[src/rtl/alu_seq_pkg.sv]
// Shared definitions for the alu_seq command sequencer: default widths,
// FSM state encoding and bit positions inside the 6-bit ALU control word.
package alu_seq_pkg;

    localparam int DATA_W_DEF = 16;
    localparam int ADDR_W_DEF = 4;
    localparam int CTRL_W     = 6;

    localparam int CTRL_ZX = 5;
    localparam int CTRL_NX = 4;
    localparam int CTRL_ZY = 3;
    localparam int CTRL_NY = 2;
    localparam int CTRL_F  = 1;
    localparam int CTRL_NO = 0;

    typedef enum logic [2:0] {
        S_IDLE  = 3'd0,
        S_RD_A  = 3'd1,
        S_CAP_A = 3'd2,
        S_RD_B  = 3'd3,
        S_CAP_B = 3'd4,
        S_EXEC  = 3'd5,
        S_WR    = 3'd6,
        S_DONE  = 3'd7
    } state_t;

endpackage

[src/rtl/alu_seq_alu.sv]
// Combinational ALU: optional zero/negate of each operand, add or AND,
// optional negate of the result, plus zero/negative flags.
module alu
    import alu_seq_pkg::*;
#(
    parameter int DATA_W = DATA_W_DEF
) (
    input  logic [DATA_W-1:0] x,
    input  logic [DATA_W-1:0] y,
    input  logic [CTRL_W-1:0] ctrl,
    output logic [DATA_W-1:0] out,
    output logic              zr,
    output logic              ng
);

    logic [DATA_W-1:0] x_z, x_n, y_z, y_n, f_out;

    always_comb begin
        x_z   = ctrl[CTRL_ZX] ? '0 : x;
        x_n   = ctrl[CTRL_NX] ? ~x_z : x_z;
        y_z   = ctrl[CTRL_ZY] ? '0 : y;
        y_n   = ctrl[CTRL_NY] ? ~y_z : y_z;
        // sum wraps at DATA_W bits; carry out is dropped on purpose
        f_out = ctrl[CTRL_F] ? (x_n + y_n) : (x_n & y_n);
        out   = ctrl[CTRL_NO] ? ~f_out : f_out;
        zr    = (out == '0);
        ng    = out[DATA_W-1];
    end

endmodule

[src/rtl/alu_seq.sv]
// Sequencer that reads two operands from external RAM, runs them through
// the ALU and writes the result back, one command every 8 cycles.
//
// state   | meaning
// IDLE    | ready for a command, latches it on cmd_valid
// RD_A    | present src_a address to RAM
// CAP_A   | hold src_a address, capture x operand at end of cycle
// RD_B    | present src_b address to RAM
// CAP_B   | hold src_b address, capture y operand at end of cycle
// EXEC    | ALU evaluates, result and flags registered
// WR      | write result to dst (single-cycle write strobe)
// DONE    | one-cycle completion pulse
module alu_seq
    import alu_seq_pkg::*;
#(
    parameter int DATA_W = DATA_W_DEF,
    parameter int ADDR_W = ADDR_W_DEF
) (
    input  logic              clk,
    input  logic              reset,
    input  logic              cmd_valid,
    output logic              cmd_ready,
    input  logic [ADDR_W-1:0] cmd_src_a,
    input  logic [ADDR_W-1:0] cmd_src_b,
    input  logic [ADDR_W-1:0] cmd_dst,
    input  logic [CTRL_W-1:0] cmd_ctrl,
    output logic [ADDR_W-1:0] mem_addr,
    output logic              mem_rw,
    output logic [DATA_W-1:0] mem_wdata,
    input  logic [DATA_W-1:0] mem_rdata,
    output logic              busy,
    output logic              done,
    output logic [DATA_W-1:0] res_out,
    output logic              res_zr,
    output logic              res_ng
);

    state_t state_q, state_d;

    logic [ADDR_W-1:0] src_a_q, src_b_q, dst_q;
    logic [CTRL_W-1:0] ctrl_q;
    logic [DATA_W-1:0] x_reg, y_reg;
    logic [DATA_W-1:0] alu_out;
    logic              alu_zr, alu_ng;

    alu #(.DATA_W(DATA_W)) u_alu (
        .x    (x_reg),
        .y    (y_reg),
        .ctrl (ctrl_q),
        .out  (alu_out),
        .zr   (alu_zr),
        .ng   (alu_ng)
    );

    always_ff @(posedge clk) begin
        if (reset) begin
            state_q <= S_IDLE;
            src_a_q <= '0;
            src_b_q <= '0;
            dst_q   <= '0;
            ctrl_q  <= '0;
            x_reg   <= '0;
            y_reg   <= '0;
            res_out <= '0;
            res_zr  <= 1'b0;
            res_ng  <= 1'b0;
        end else begin
            state_q <= state_d;
            if (state_q == S_IDLE && cmd_valid) begin
                src_a_q <= cmd_src_a;
                src_b_q <= cmd_src_b;
                dst_q   <= cmd_dst;
                ctrl_q  <= cmd_ctrl;
            end
            // capturing at the end of the second read cycle covers both
            // combinational and one-cycle-registered RAM reads
            if (state_q == S_CAP_A) x_reg <= mem_rdata;
            if (state_q == S_CAP_B) y_reg <= mem_rdata;
            if (state_q == S_EXEC) begin
                res_out <= alu_out;
                res_zr  <= alu_zr;
                res_ng  <= alu_ng;
            end
        end
    end

    always_comb begin
        state_d   = state_q;
        cmd_ready = 1'b0;
        busy      = 1'b1;
        done      = 1'b0;
        mem_addr  = '0;
        mem_rw    = 1'b0;
        mem_wdata = '0;
        unique case (state_q)
            S_IDLE: begin
                cmd_ready = 1'b1;
                busy      = 1'b0;
                if (cmd_valid) state_d = S_RD_A;
            end
            S_RD_A: begin
                mem_addr = src_a_q;
                state_d  = S_CAP_A;
            end
            S_CAP_A: begin
                mem_addr = src_a_q;
                state_d  = S_RD_B;
            end
            S_RD_B: begin
                mem_addr = src_b_q;
                state_d  = S_CAP_B;
            end
            S_CAP_B: begin
                mem_addr = src_b_q;
                state_d  = S_EXEC;
            end
            S_EXEC: begin
                state_d = S_WR;
            end
            S_WR: begin
                mem_addr  = dst_q;
                mem_rw    = 1'b1;
                mem_wdata = res_out;
                state_d   = S_DONE;
            end
            S_DONE: begin
                done    = 1'b1;
                state_d = S_IDLE;
            end
            default: state_d = S_IDLE;
        endcase
    end

endmodule
[config.mk]
export PLATFORM = sky130hd
export DESIGN_NAME = alu_seq
export DESIGN_NICKNAME = d
export VERILOG_FILES = /design/src/rtl/alu_seq_pkg.sv /design/src/rtl/alu_seq_alu.sv /design/src/rtl/alu_seq.sv
export SDC_FILE = /design/constraint.sdc
export NUM_CORES = 1
export LEC_CHECK = 0
export BUFFER_PORTS_ARGS = -buffer_cell sky130_fd_sc_hd__buf_2
export CAP_MARGIN = 20
export CORE_ASPECT_RATIO = 1.2
export CORE_MARGIN = 3
export CORE_UTILIZATION = 25
export CTS_CLUSTER_DIAMETER = 100
export DETAILED_ROUTE_END_ITERATION = 10
export SLEW_MARGIN = 10
export SYNTH_ARGS = -nofsm -noshare
export SYNTH_HDL_FRONTEND = slang
export SYNTH_SLANG_ARGS = --single-unit
[constraint.sdc]
create_clock -name clk -period 6.7 [get_ports clk]
set_input_delay 1.34 -clock clk [delete_from_list [all_inputs] [get_ports clk]]
set_output_delay 1.34 -clock clk [all_outputs]
set_load 0.1 [all_outputs]
### Word level (Yosys, flattened, before mapping)

Index checks and enable logic that the tools add are counted.

* add/sub/neg operators: 1
* eq/ne operators: 8
* multiplexer cells: 14
* bitwise gates (word level): 4
* reduce and logical (&&, ||, !) cells: 5

Operators by type and width (count)
* 16-bit two-way mux: 7
* 16-bit inverter: 3
* 3-bit case mux with 8 select lines: 1
* 16-bit adder: 1
* 16-bit bitwise AND: 1
* 16-bit logical NOT: 1
* 3-bit equality test, second input constant: 4
* 4-bit case mux with 3 select lines: 1
* 3-bit by 2-bit equality test with 1-bit output, second input constant: 2
* 1-bit two-way mux: 4
* 2-bit OR reduction: 2
* 3-bit by 1-bit equality test with 1-bit output, second input constant: 1
* 3-bit logical NOT: 1
* 3-bit two-way mux: 1
* 2-bit inequality test, second input constant: 1
* 1-bit logical AND: 1

* flip-flop bits (word level): 71
* input bits: 37
* output and inout bits: 42
* word-level logic and storage cells: 42

### Depth between registers and ports, before layout

* word-level depth: 8
* mapped depth: 12
* depth with buffers taken out: 12

### Hierarchy

From an unflattened synthesis, not the netlist that was laid out.

* cell total of the unflattened synthesis: 581
* area total of the unflattened synthesis: 4543.1 um^2

By module, submodules not included
* alu_seq: instances 1, cells an instance 361, area an instance 2874.0 um^2
* alu: instances 1, cells an instance 220, area an instance 1669.1 um^2

### Least setup slack after synthesis

Ideal clock, no wire load.

* kind: register -> output
* from: register state_q[0]
* to: output port busy
* data arrival time: 3.815 ns
* required time: 5.360 ns
* setup slack: 1.545 ns
* stages on the path, launching flop included: 3
* cell sequence: dfxtp_1 > nor3_1 > inv_1

* word-level cells in the longest chain between the ends: 2

RTL lines
* from (decl): line alu_seq.sv:38 `state_t state_q, state_d;`
* from (signal assigned): line alu_seq.sv:68 `state_q <= state_d;`
* 3-bit logical NOT: line alu_seq.sv:95 `unique case (state_q)`
* 1-bit two-way mux: line alu_seq.sv:95
* to (decl): line alu_seq.sv:31 `output logic busy,`

No other way between the ends.

### Worst setup path after layout

* from: register state_q[2]
* to: output port mem_addr[1]

* word-level cells in the longest chain between the ends: 3

RTL lines
* 3-bit equality test (tied with other cells): line alu_seq.sv:95
* 2-bit OR reduction (no line)
* 4-bit case mux with 3 select lines *: line alu_seq.sv:95
* to (decl): line alu_seq.sv:27 `output logic [ADDR_W-1:0] mem_addr,`

Mark *: on every way between the ends. The rest lies on a longest branch, timed or not.

==> results by group <==
Outcome
  – Status: complete, no violations

STA
  – Worst Tran Pin Value: 1000 ps
  – Clock Skew: 8.54 ps
  – RSZ-0062 raised after global routing: no
  – Setup Viol. Count Final: 0
  – Max Clock Freq: 0.258 GHz
  – Final Critical Period: 3870 ps
  – Final hold violations: 0
  – Slew Limit Fails: 0
  – Final Cycle Share: 57.8%
  – Relative slew slack: 32.9%
  – Post-Route Setup TNS: 0 ps

Pwr
  – Clock power share: 36.6%
  – Sequential Power Share: 36.4%
  – Lkg Pwr: 2.04 nW
  – Power Internal: 861 uW
  – PwrDens: 248 nW/um^2
  – Worst vdd ir: 0.114 mV
  – Switch share: 33.4%
  – Logic pwr share: 27.0%
  – P_sw: 433 uW

Setup path
  – Crit. End Element: output port
  – Reg2Reg Setup Slack: 2840 ps
  – Required @ worst endpoint: 5360 ps
  – Critical-path top delay cell: or3b_2
  – CP max FO: 17
  – Crit-path max cell delay: 690 ps
  – Crit Path Class: register to output port
  – CP cell instances: or3b_2 > o21ai_0 > a22oi_1 > nand2_1 > buf_2
  – CP Launch Type: register
  – Delay-heaviest family, CP: simple AND/OR/NAND/NOR gates
  – Data arrival, critical path: 2530 ps
  – Worst Setup SP: state_q[2]
  – Buf/Inv on CP: 1
  – Origin of the critical flop-to-flop path: ctrl_q[4]

Finish
  – Filler cell count: 1865
  – Final nets: 690
  – Finished Layout Cells: 855
  – Post-route design area: 5220 um^2
  – Layout cells sized above 1: 16.9%
  – Final core occ: 30.6%
  – ANT cells: 0
  – Area grow syn2layout: 19.0%

Global route
  – All-Layer GR Usage: 11.3%
  – First-pass GRT wire length: 17.6 mm
  – Initial antenna violation count: 0
  – Total global routing overflow: 0
  – Vias in the first global route: 3558
  – Largest net degree at the start of global routing: 72

Synthesis
  – Synth warn: 0
  – Synthesized Nets: 636
  – Synth async-reset ratio: 0%
  – Share of the synthesized area in the top cell type: 32.0%
  – Synthesized cell area: 4380 um^2
  – Netlist cell types: 61
  – Cells after Synth: 582
  – Avg Cell Area, Syn: 7.53 um^2
  – Largest area contributor in the netlist: dfxtp_1
  – Most instantiated cells after synthesis: nand2_1 (146), a21oi_1 (76), dfxtp_1 (70)
  – Synth area leaders: dfxtp_1 (32%), nand2_1 (13%), xnor2_1 (10%)
  – Seq/Total Area, Yosys: 32.0%
  – Number of enable flip-flop cells after synthesis: 0
  – Yosys reg bits: 70
  – Most frequent cell after synthesis: nand2_1
  – Ys flop type: dfxtp_1

Die
  – IO Pins: 79
  – Core area: 17000 um^2
  – Starting Density: 25.7%
  – Die Footprint: 19200 um^2
  – Height of the chip: 151 um
  – Die width: 127 um
  – Row count: 52

Placement
  – GP Congestion: 0.844
  – Post-DP Area: 4930 um^2
  – IO Port Bufs: 78
  – Post-DP HPWL: 8.17 mm
  – # placed instances: 841

Clock network
  – Clock Tree Buf Depth: 2
  – CTS tree: done
  – Sink Count: 70
  – Hold-fix buffers at CTS: 0
  – Clk_lat worst skew: 340 ps
  – TritonCTS buffer count: 9
  – Clk root buf: clkbuf_16
  – Post-CTS Setup Bufs: 0
  – Clock transition at path regs: 50 ps
  – PostCTS Resize Cnt: 0
  – H-tree levels: 3

Detailed routing
  – Via density: 4.59
  – Drt initial violations: 140
  – Routed len/inst: 12.7 um
  – Pre-antenna DRT Iters: 4
  – Total number of vias: 3925
  – DRC Markers: 0
  – ANT nets after route: 0
  – Drt total wl: 10.9 mm

Min path
  – Worst hold-check path type: register to register
  – Hold_sp: src_a_q[2]

Flow run
  – Maxcap violations: 0
[power by group through the flow]
| stage | registers, mW | clock network [mW] | logic (mW) |
|---|---|---|---|
| floorplan | 0.467 | 0 | 0.288 |
| global placement | 0.480 | 0 | 0.349 |
| detailed placement | 0.481 | 0 | 0.350 |
| CTS | 0.472 | 0.483 | 0.352 |
| global route | 0.476 | 0.500 | 0.384 |
| finish | 0.471 | 0.473 | 0.349 |
[per-layer routing]
metal,track usage [%],share of wire [%],vias to the layer above
met4,4.83,2.4,0
met3,1.94,3.6,15
met5,0,0,-
met1,14.9,49,1751
li1,-,-,2088
met2,18.1,45,71
[cell type report]
class                           instances  area, um^2  share of cell area (%)
Clock buffer                           10         239                    4.58
Inverter                                4        15.0                   0.288
Multi-Input combinational cell        470        2830                    54.2
Timing Repair Buffer                   81         413                    7.91
Clock inverter                          4        48.8                   0.935
Sequential cell                        70        1400                    26.9
Tap cell                              216         270                    5.18
[cell families after synthesis]
group,after synthesis,share of synthesized area [%]
xor gates and xnor gates,53,10.6
and+or+nand+nor,267,29.2
adders and majority gates,17,5.02
DFF,70,32.0
buffers and inverters,42,3.71
muxes,8,1.88
AOI/OAI and AO/OA,125,17.6
[worst register-to-register path, stage by stage (launching register included)]
cell and delay [ps]:
dfxtp_1 860, xnor2_1 180, ha_1 270, fa_1 420, a21o_1 210, a311oi_1 500, nor4b_1 110, a211oi_1 450
nand4_1 170, a221oi_2 290, nand4b_1 140, o31ai_2 180
[metrics by stage]
step | hold slack, ps | power, mW | setup slack [ps]
after floorplan | 436 | 0.755 | 1540
after global placement | 442 | 0.829 | 2970
after detailed placement | 448 | 0.830 | 2840
after CTS | 456 | 1.31 | 2810
after global routing | 473 | 1.36 | 2540
final | 452 | 1.29 | 2830
[final timing paths]
check,cells past startpoint,endpoint
worst max-delay path,5,mem_addr[1]
worst min-delay path,2,src_a_q[2]
worst max register to register,11,res_zr
worst min register to register,2,src_a_q[2]
[layout by cell type (no fill, tap or decap), types with 3 or more instances in the layout]
master and count:
a21oi_1 76, a22oi_1 3, ha_1 16, and2_1 18, nor3_1 6, nand2b_1 32, or3_1 6, o211ai_1 3
a211oi_1 4, buf_2 78, nor2_1 20, a221oi_1 3, clkbuf_16 9, and3_1 5, nand2_1 146, o21ai_0 6
nand4_1 6, xnor2_1 51, mux2i_1 6, nand3b_1 6, a21o_1 5, buf_4 3, nand3_1 6, dfxtp_1 70
Note: power is estimated with default switching activity, not from simulation.
